<file path="src/rtl/axil_pkg.sv">
// Shared types and address helpers for the AXI4-Lite to split-port SRAM bridge.
package axil_pkg;

    typedef enum logic [1:0] {
        OKAY   = 2'b00,
        SLVERR = 2'b10
    } resp_e;

    typedef enum logic [1:0] {
        W_IDLE,
        W_WRITE,
        W_RESP
    } wr_state_e;

    typedef enum logic [1:0] {
        R_IDLE,
        R_ISSUE,
        R_WAIT,
        R_RESP
    } rd_state_e;

    // Byte address to word address; caller truncates to the SRAM address width.
    function automatic logic [63:0] word_addr(input logic [63:0] addr, input int ofs_w);
        return addr >> ofs_w;
    endfunction

    // True when any address bit above the SRAM word range is set.
    function automatic logic addr_oob(input logic [63:0] addr, input int ofs_w,
                                      input int sram_addr_w);
        return (addr >> (ofs_w + sram_addr_w)) != 64'd0;
    endfunction

endpackage

</file>
<file path="src/rtl/axil_sram_rd_path.sv">
// Read channel engine: AR handshake, SRAM port A strobe, rdata capture, R response.
module axil_sram_rd_path
    import axil_pkg::*;
#(
    parameter int SRAM_ADDR_W = 10,
    parameter int DATA_W      = 32
) (
    input  logic                   clk,
    input  logic                   rst,
    input  logic [SRAM_ADDR_W-1:0] ar_word,
    input  logic                   ar_err,
    input  logic                   s_arvalid,
    output logic                   s_arready,
    output logic [DATA_W-1:0]      s_rdata,
    output logic [1:0]             s_rresp,
    output logic                   s_rvalid,
    input  logic                   s_rready,
    output logic                   a_en,
    output logic                   a_re,
    output logic [SRAM_ADDR_W-1:0] a_addr,
    input  logic [DATA_W-1:0]      a_rdata,
    input  logic                   a_rvalid
);

    rd_state_e              state;
    rd_state_e              state_nxt;
    logic [SRAM_ADDR_W-1:0] addr_q;
    logic                   err_q;
    logic [DATA_W-1:0]      rdata_q;
    logic                   ar_hs;

    assign s_arready = (state == R_IDLE) && !rst;
    assign ar_hs     = s_arvalid && s_arready;
    assign a_addr    = addr_q;
    assign s_rdata   = rdata_q;

    // State register.
    always_ff @(posedge clk or posedge rst) begin
        if (rst) begin
            state <= R_IDLE;
        end else begin
            state <= state_nxt;
        end
    end

    // Hold the request and capture return data; error reads return zero.
    always_ff @(posedge clk or posedge rst) begin
        if (rst) begin
            addr_q  <= '0;
            err_q   <= 1'b0;
            rdata_q <= '0;
        end else begin
            if (ar_hs) begin
                addr_q <= ar_word;
                err_q  <= ar_err;
            end
            if (state == R_ISSUE && err_q) begin
                rdata_q <= '0;
            end
            if (state == R_WAIT && a_rvalid) begin
                rdata_q <= a_rdata;
            end
        end
    end

    // Next state and port A / R channel outputs.
    always_comb begin
        state_nxt = state;
        a_en      = 1'b0;
        a_re      = 1'b0;
        s_rvalid  = 1'b0;
        s_rresp   = OKAY;
        case (state)
            R_IDLE: begin
                if (ar_hs) state_nxt = R_ISSUE;
            end
            R_ISSUE: begin
                a_en      = !err_q;
                a_re      = !err_q;
                state_nxt = err_q ? R_RESP : R_WAIT;
            end
            R_WAIT: begin
                if (a_rvalid) state_nxt = R_RESP;
            end
            R_RESP: begin
                s_rvalid = 1'b1;
                s_rresp  = err_q ? SLVERR : OKAY;
                if (s_rready) state_nxt = R_IDLE;
            end
            default: state_nxt = R_IDLE;
        endcase
    end

endmodule

</file>
<file path="src/rtl/axil_sram_bridge.sv">
// AXI4-Lite responder in front of a split-port word SRAM (A = read, B = write).
// Optional feature: define AXIL_SRAM_BRIDGE_SLVERR_EN to answer SLVERR (and skip
// the SRAM strobe) for addresses with bits set above the SRAM word range.
module axil_sram_bridge
    import axil_pkg::*;
#(
    parameter int AXI_ADDR_W  = 16,
    parameter int SRAM_ADDR_W = 10,
    parameter int DATA_W      = 32,
    parameter int BYTE_W      = DATA_W / 8
) (
    input  logic                   clk,
    input  logic                   rst,
    input  logic [AXI_ADDR_W-1:0]  s_awaddr,
    input  logic                   s_awvalid,
    output logic                   s_awready,
    input  logic [DATA_W-1:0]      s_wdata,
    input  logic [BYTE_W-1:0]      s_wstrb,
    input  logic                   s_wvalid,
    output logic                   s_wready,
    output logic [1:0]             s_bresp,
    output logic                   s_bvalid,
    input  logic                   s_bready,
    input  logic [AXI_ADDR_W-1:0]  s_araddr,
    input  logic                   s_arvalid,
    output logic                   s_arready,
    output logic [DATA_W-1:0]      s_rdata,
    output logic [1:0]             s_rresp,
    output logic                   s_rvalid,
    input  logic                   s_rready,
    output logic                   a_en,
    output logic                   a_re,
    output logic [SRAM_ADDR_W-1:0] a_addr,
    input  logic [DATA_W-1:0]      a_rdata,
    input  logic                   a_rvalid,
    output logic                   b_en,
    output logic                   b_we,
    output logic [SRAM_ADDR_W-1:0] b_addr,
    output logic [DATA_W-1:0]      b_wdata,
    output logic [BYTE_W-1:0]      b_wmask
);

    localparam int OFS_W = $clog2(BYTE_W);

    logic [SRAM_ADDR_W-1:0] aw_word;
    logic [SRAM_ADDR_W-1:0] ar_word;
    logic                   aw_err;
    logic                   ar_err;

    assign aw_word = SRAM_ADDR_W'(word_addr(64'(s_awaddr), OFS_W));
    assign ar_word = SRAM_ADDR_W'(word_addr(64'(s_araddr), OFS_W));

`ifdef AXIL_SRAM_BRIDGE_SLVERR_EN
    assign aw_err = addr_oob(64'(s_awaddr), OFS_W, SRAM_ADDR_W);
    assign ar_err = addr_oob(64'(s_araddr), OFS_W, SRAM_ADDR_W);
`else
    assign aw_err = 1'b0;
    assign ar_err = 1'b0;
`endif

    wr_state_e              wr_state;
    wr_state_e              wr_state_nxt;
    logic                   aw_held;
    logic                   w_held;
    logic                   aw_err_q;
    logic [SRAM_ADDR_W-1:0] aw_word_q;
    logic [DATA_W-1:0]      w_data_q;
    logic [BYTE_W-1:0]      w_strb_q;
    logic                   aw_hs;
    logic                   w_hs;

    assign s_awready = (wr_state == W_IDLE) && !aw_held && !rst;
    assign s_wready  = (wr_state == W_IDLE) && !w_held && !rst;
    assign aw_hs     = s_awvalid && s_awready;
    assign w_hs      = s_wvalid && s_wready;
    assign b_addr    = aw_word_q;
    assign b_wdata   = w_data_q;
    assign b_wmask   = w_strb_q;

    // Write state register.
    always_ff @(posedge clk or posedge rst) begin
        if (rst) begin
            wr_state <= W_IDLE;
        end else begin
            wr_state <= wr_state_nxt;
        end
    end

    // AW and W are captured independently; both flags drop once B is accepted.
    always_ff @(posedge clk or posedge rst) begin
        if (rst) begin
            aw_held   <= 1'b0;
            w_held    <= 1'b0;
            aw_err_q  <= 1'b0;
            aw_word_q <= '0;
            w_data_q  <= '0;
            w_strb_q  <= '0;
        end else begin
            if (aw_hs) begin
                aw_held   <= 1'b1;
                aw_word_q <= aw_word;
                aw_err_q  <= aw_err;
            end
            if (w_hs) begin
                w_held   <= 1'b1;
                w_data_q <= s_wdata;
                w_strb_q <= s_wstrb;
            end
            if (wr_state == W_RESP && s_bready) begin
                aw_held <= 1'b0;
                w_held  <= 1'b0;
            end
        end
    end

    // Write next state, port B strobes and B channel.
    always_comb begin
        wr_state_nxt = wr_state;
        b_en         = 1'b0;
        b_we         = 1'b0;
        s_bvalid     = 1'b0;
        s_bresp      = OKAY;
        case (wr_state)
            W_IDLE: begin
                if ((aw_held || aw_hs) && (w_held || w_hs)) wr_state_nxt = W_WRITE;
            end
            W_WRITE: begin
                b_en         = !aw_err_q;
                b_we         = !aw_err_q;
                wr_state_nxt = W_RESP;
            end
            W_RESP: begin
                s_bvalid = 1'b1;
                s_bresp  = aw_err_q ? SLVERR : OKAY;
                if (s_bready) wr_state_nxt = W_IDLE;
            end
            default: wr_state_nxt = W_IDLE;
        endcase
    end

    axil_sram_rd_path #(
        .SRAM_ADDR_W (SRAM_ADDR_W),
        .DATA_W      (DATA_W)
    ) u_rd_path (
        .clk       (clk),
        .rst       (rst),
        .ar_word   (ar_word),
        .ar_err    (ar_err),
        .s_arvalid (s_arvalid),
        .s_arready (s_arready),
        .s_rdata   (s_rdata),
        .s_rresp   (s_rresp),
        .s_rvalid  (s_rvalid),
        .s_rready  (s_rready),
        .a_en      (a_en),
        .a_re      (a_re),
        .a_addr    (a_addr),
        .a_rdata   (a_rdata),
        .a_rvalid  (a_rvalid)
    );

endmodule

</file>
<file path="config.mk">
export PLATFORM = sky130hd
export DESIGN_NAME = axil_sram_bridge
export DESIGN_NICKNAME = d
export VERILOG_FILES = /design/src/rtl/axil_pkg.sv /design/src/rtl/axil_sram_rd_path.sv /design/src/rtl/axil_sram_bridge.sv
export SDC_FILE = /design/constraint.sdc
export NUM_CORES = 1
export LEC_CHECK = 0
export CORE_AREA = 4 4 115 106
export CTS_CLUSTER_SIZE = 14
export DETAILED_ROUTE_END_ITERATION = 8
export DIE_AREA = 0 0 119 110
export GPL_TIMING_DRIVEN = 0
export PLACE_DENSITY = 0.86
export SLEW_MARGIN = 0
export SYNTH_ARGS = -nofsm -noshare
export SYNTH_HDL_FRONTEND = slang
export SYNTH_SLANG_ARGS = --single-unit
</file>
<file path="constraint.sdc">
create_clock -name clk -period 3.4 [get_ports clk]
set_input_delay 0.85 -clock clk [delete_from_list [all_inputs] [get_ports clk]]
set_output_delay 0.85 -clock clk [all_outputs]
set_load 0.03 [all_outputs]
</file>
Word-level counts from Yosys, hierarchy flattened
Cells that the tools add are included.

Flip-flop bits (word level): 94. Output and inout bits: 101. Bits of input ports: 108. Word-level logic and storage cells: 57.

Muxes and demuxes: 16. Reduce and logical (&&, ||, !) cells: 22. Eq/ne operators: 10.

Operator list (number): $mux W32 (1); $logic_and A1 B1 Y1 (11); $mux W2 (5); $mux W1 (8); $pmux W2 S4 (1); $eq A2 B2 Y1 const B (3); $ne A2 B2 Y1 const B (3); $pmux W2 S3 (1); $eq A2 B1 Y1 const B (2); $logic_not A2 Y1 (2); $ne A2 B1 Y1 const B (2); $reduce_bool A2 Y1 (2); $logic_not A1 Y1 (3); $reduce_and A3 Y1 (1); $logic_or A1 B1 Y1 (2); $reduce_and A2 Y1 (1).

Logic depth before layout (Yosys ltp)
Depth in word-level cells: 8. Depth in mapped cells: 5. Depth with buffers taken out: 4.

Cells and area by module
From an unflattened synthesis, not the netlist that was laid out.

Cell total of the unflattened synthesis: 240. Area, all modules: 3816.2 um2.

By module, submodules not included: axil_sram_bridge (cells each 119, area each 2057.0 um2, times used 1); axil_sram_rd_path (cells each 121, area each 1759.2 um2, times used 1).

Worst setup path after synthesis
OpenSTA, ideal clock, no wires.

Kind: input to register. From: input port rst. To: register u_rd_path.addr_q[0], in the netlist u_rd_path.a_addr[0]. Setup slack: -0.942 ns. Data required time: 3.273 ns. Stages: 3. Arrival: 4.215 ns. Setup time: 0.127 ns. Cell sequence: inv_1 nand3_1 mux2_2.

Cells in the longest elaborated chain, start to end: 3.

RTL lines: start: declaration (line axil_sram_bridge.sv:13) `input logic rst,`; $logic_not A1 Y1 (line axil_sram_rd_path.sv:32) `assign s_arready = (state == R_IDLE) && !rst;`; $logic_and A1 B1 Y1 (line axil_sram_rd_path.sv:32); $logic_and A1 B1 Y1 (line axil_sram_rd_path.sv:33) `assign ar_hs = s_arvalid && s_arready;`; end signal: assignment (line axil_sram_rd_path.sv:54) `addr_q <= ar_word;`; end: declaration (line axil_sram_rd_path.sv:27) `logic [SRAM_ADDR_W-1:0] addr_q;`.

Every way passes these cells. A chain may end at the register's enable or synchronous reset.

Final worst setup path
From: input port rst. To: output port s_arready.

Cells in the longest elaborated chain, start to end: 2.

RTL lines: $logic_not A1 Y1 (line axil_sram_rd_path.sv:32); $logic_and A1 B1 Y1 (line axil_sram_rd_path.sv:32); end: declaration (line axil_sram_bridge.sv:26) `output logic s_arready,`.

Every way passes these cells.

==> flow_summary.json <==
{
  "status": "finished, final reports clean",
  "ys_top_cells_by_area": "dfrtp_1, mux2_2, mux2_4, ha_1, buf_4",
  "crit_arrival_ns": 2.34,
  "slowest_stage": "clkdlybuf4s50_1",
  "synth.avg_cell_area_um2": 16.7,
  "fmax_ghz": 0.313,
  "clockRootBuffer": "clkbuf_16",
  "seq_area_frac_synth": 0.622,
  "die_y_um": 110,
  "maxCapViolations": 0,
  "ys_types": 22,
  "clkSinkCount": 94,
  "slew_viol_final": 0,
  "layout.nets": 547,
  "grt_pass1_wl_um": 14600,
  "tns_ns": 0,
  "max-slew-margin-rel": 0.623,
  "row_count": 36,
  "critPathKind": "primary input to primary output",
  "setup_viol": 0,
  "hold_depth": 1,
  "yosys.area.top_type": "dfrtp_1",
  "die_w_um": 119,
  "tightest_slew_ns": 0.562,
  "grt_overflow_total": 0,
  "synth.most_common_cell": "dfrtp_1",
  "final_core_util": 0.581,
  "core_mm2": 0.0109,
  "drc_errors": 0,
  "htreeDepth": 3,
  "rsz0062_at_grt": "false",
  "hold_path.class": "flop to flop",
  "vias": 2598,
  "routedWlPerCell_um": 15.6,
  "critPathBufInv": 2,
  "fin_area_mm2": 0.00631,
  "synth-seq-cells": 94,
  "start_util": 0.349,
  "clk_latency_ns": 0.34,
  "p_leak_nw": 2.77,
  "detail_route.iter0.violations": 87,
  "routed_wl_um": 9200,
  "cp_common_cell": "clkdlybuf4s50_1",
  "antenna_cells": 0,
  "rr_startpoint": "u_rd_path.state[0]",
  "final_layout_size_suffix_gt1_frac": 0.271,
  "gp_congestion": 0.706,
  "dp_hpwl_um": 7160,
  "fin_crit_ns": 3.19,
  "placed_cell_area_mm2": 0.00595,
  "critPathCaptureType": "primary output",
  "numCtsBuffers": 9,
  "pin_count": 209,
  "skew_ns": 0.00732,
  "placed_cells_incl_taps": 575,
  "hp-start": "u_rd_path.s_rdata[27]",
  "cts_tree": "done",
  "max_stage_delay_ns": 0.69,
  "netlist_instances": 226,
  "crit_start": "rst",
  "port_buffers": 192,
  "via_per_inst": 4.40,
  "hold_viol": 0,
  "cp.depth": 3,
  "synth_area_mm2": 0.00378,
  "async_flop_share": 1.00,
  "synth_top_area_share": 0.622,
  "synth_warnings": 0,
  "crit_chain": "clkdlybuf4s50_1 > nor2b_1 > clkdlybuf4s50_1",
  "grt_use_total": 0.144,
  "synth_enable_flop_cells": 0,
  "drt.antenna.violating_nets": 0,
  "dieArea_mm2": 0.0131,
  "finalCritPeriodShare": 0.939,
  "synthTopCellsByCount": "dfrtp_1, mux2_2, mux2_4",
  "worstPathMaxFanout": 6,
  "clk_pin_slew_ns": 0.06,
  "fin_cells": 591,
  "powerDensity_mw_per_mm2": 1070,
  "antenna_found_initial": 0,
  "r2r_cells": 5,
  "syn2layout_area_growth_pct": 66.7,
  "grt_pass1_vias": 2873,
  "required_ns": 2.55,
  "worst_setup_path_start_kind": "primary input",
  "critPathTopFamily": "buffers and inverters",
  "grt_max_degree": 46,
  "drt-pass1-iter-count": 4,
  "ys.flop_type": "dfrtp_1",
  "peakVddDrop_v": 0.000593,
  "cts.path.max_buffers": 2
}
[flip-flops by register name, indices dropped and copies added (netlist names)]
signal,cells
u_rd_path.state,2
u_rd_path.s_rdata,32
b_wdata,32
u_rd_path.a_addr,10
b_wmask,4
b_addr,10
w_held,1
wr_state,2
aw_held,1
[cells in the final DEF (no fill, tap or decap), drive strengths merged]
master	synthesis	layout
a21o	1	1
dlygate4sd2	0	2
nor2b	4	4
nand3	1	1
clkdlybuf4s50	0	190
clkbuf	0	11
a221oi	1	1
inv	5	4
buf	12	14
bufinv	0	4
ha	4	4
mux2	89	89
clkinvlp	0	2
a21oi	6	6
nand2	3	3
conb	1	4
nand2b	1	1
nor4	3	3
o32a	1	1
dfrtp	94	94
[path summary, 6_finish.rpt]
| path | slack (ns) | to |
|---|---|---|
| setup reg to reg | 1.53 | u_rd_path.s_rdata[21] |
| min in group asynchronous | 1.12 | wr_state[0] |
| hold / removal | 0.50 | u_rd_path.s_rdata[27] |
| setup / recovery | 0.21 | s_arready |
| max in group asynchronous | 1.75 | u_rd_path.a_addr[4] |
| hold reg to reg | 0.50 | u_rd_path.s_rdata[27] |
[cells by family after synthesis]
logic type,count (synthesis),share of synthesized area
adder cells (fa/ha/maj),4,0.0132
buffers and inverters,17,0.0288
other,1,0.000991
AND/OR/NAND/NOR,12,0.0258
AO/OA/AOI/OAI,9,0.0149
multiplexers,89,0.295
flip-flops,94,0.622
[power by group]
part | leakage [nW] | internal [mW] | total, mW | switching (mW)
Sequential | 1.12 | 1.69 | 2.02 | 0.324
Clock | 0.170 | 0.789 | 1.18 | 0.395
Combinational | 1.48 | 1.73 | 3.53 | 1.80
[area by class of cell]
type / count / area [um^2]
plain buffers: 12 / 90.1
clock buffers: 11 / 233
clock inverters: 4 / 120
fillers: 853 / 4550
inverters: 5 / 22.5
multi-input cells: 118 / 1330
flip-flops and latches: 94 / 2350
well taps: 152 / 190
repair buffers: 194 / 1960
repair inverters: 1 / 5.00
[per-layer routing]
layer	up-vias	part of all wire	track usage
met5	-	0	0
met4	0	0.015	0.0521
met3	9	0.099	0.0689
met2	141	0.47	0.225
met1	1248	0.42	0.174
li1	1200	-	-
[metrics by stage]
step           worst slack, ns  hold WS, ns  power (mW)
5_1_grt                  0.129        0.517        7.07
3_3_place_gp             -1.72        0.486        5.51
3_5_place_dp            -0.212        0.491        5.59
4_1_cts                  0.160        0.507        6.82
6_report                 0.206        0.503        6.73
2_1_floorplan         -0.00779        0.528        4.09
[repair_timing]
item,in CTS,in global routing
gates cloned,0,1
gates resized for setup,2,0
endpoints found under the setup margin,2,10
buffers inserted,0,0
hold buffers,0,0
Note: power is estimated with default switching activity, not from simulation.
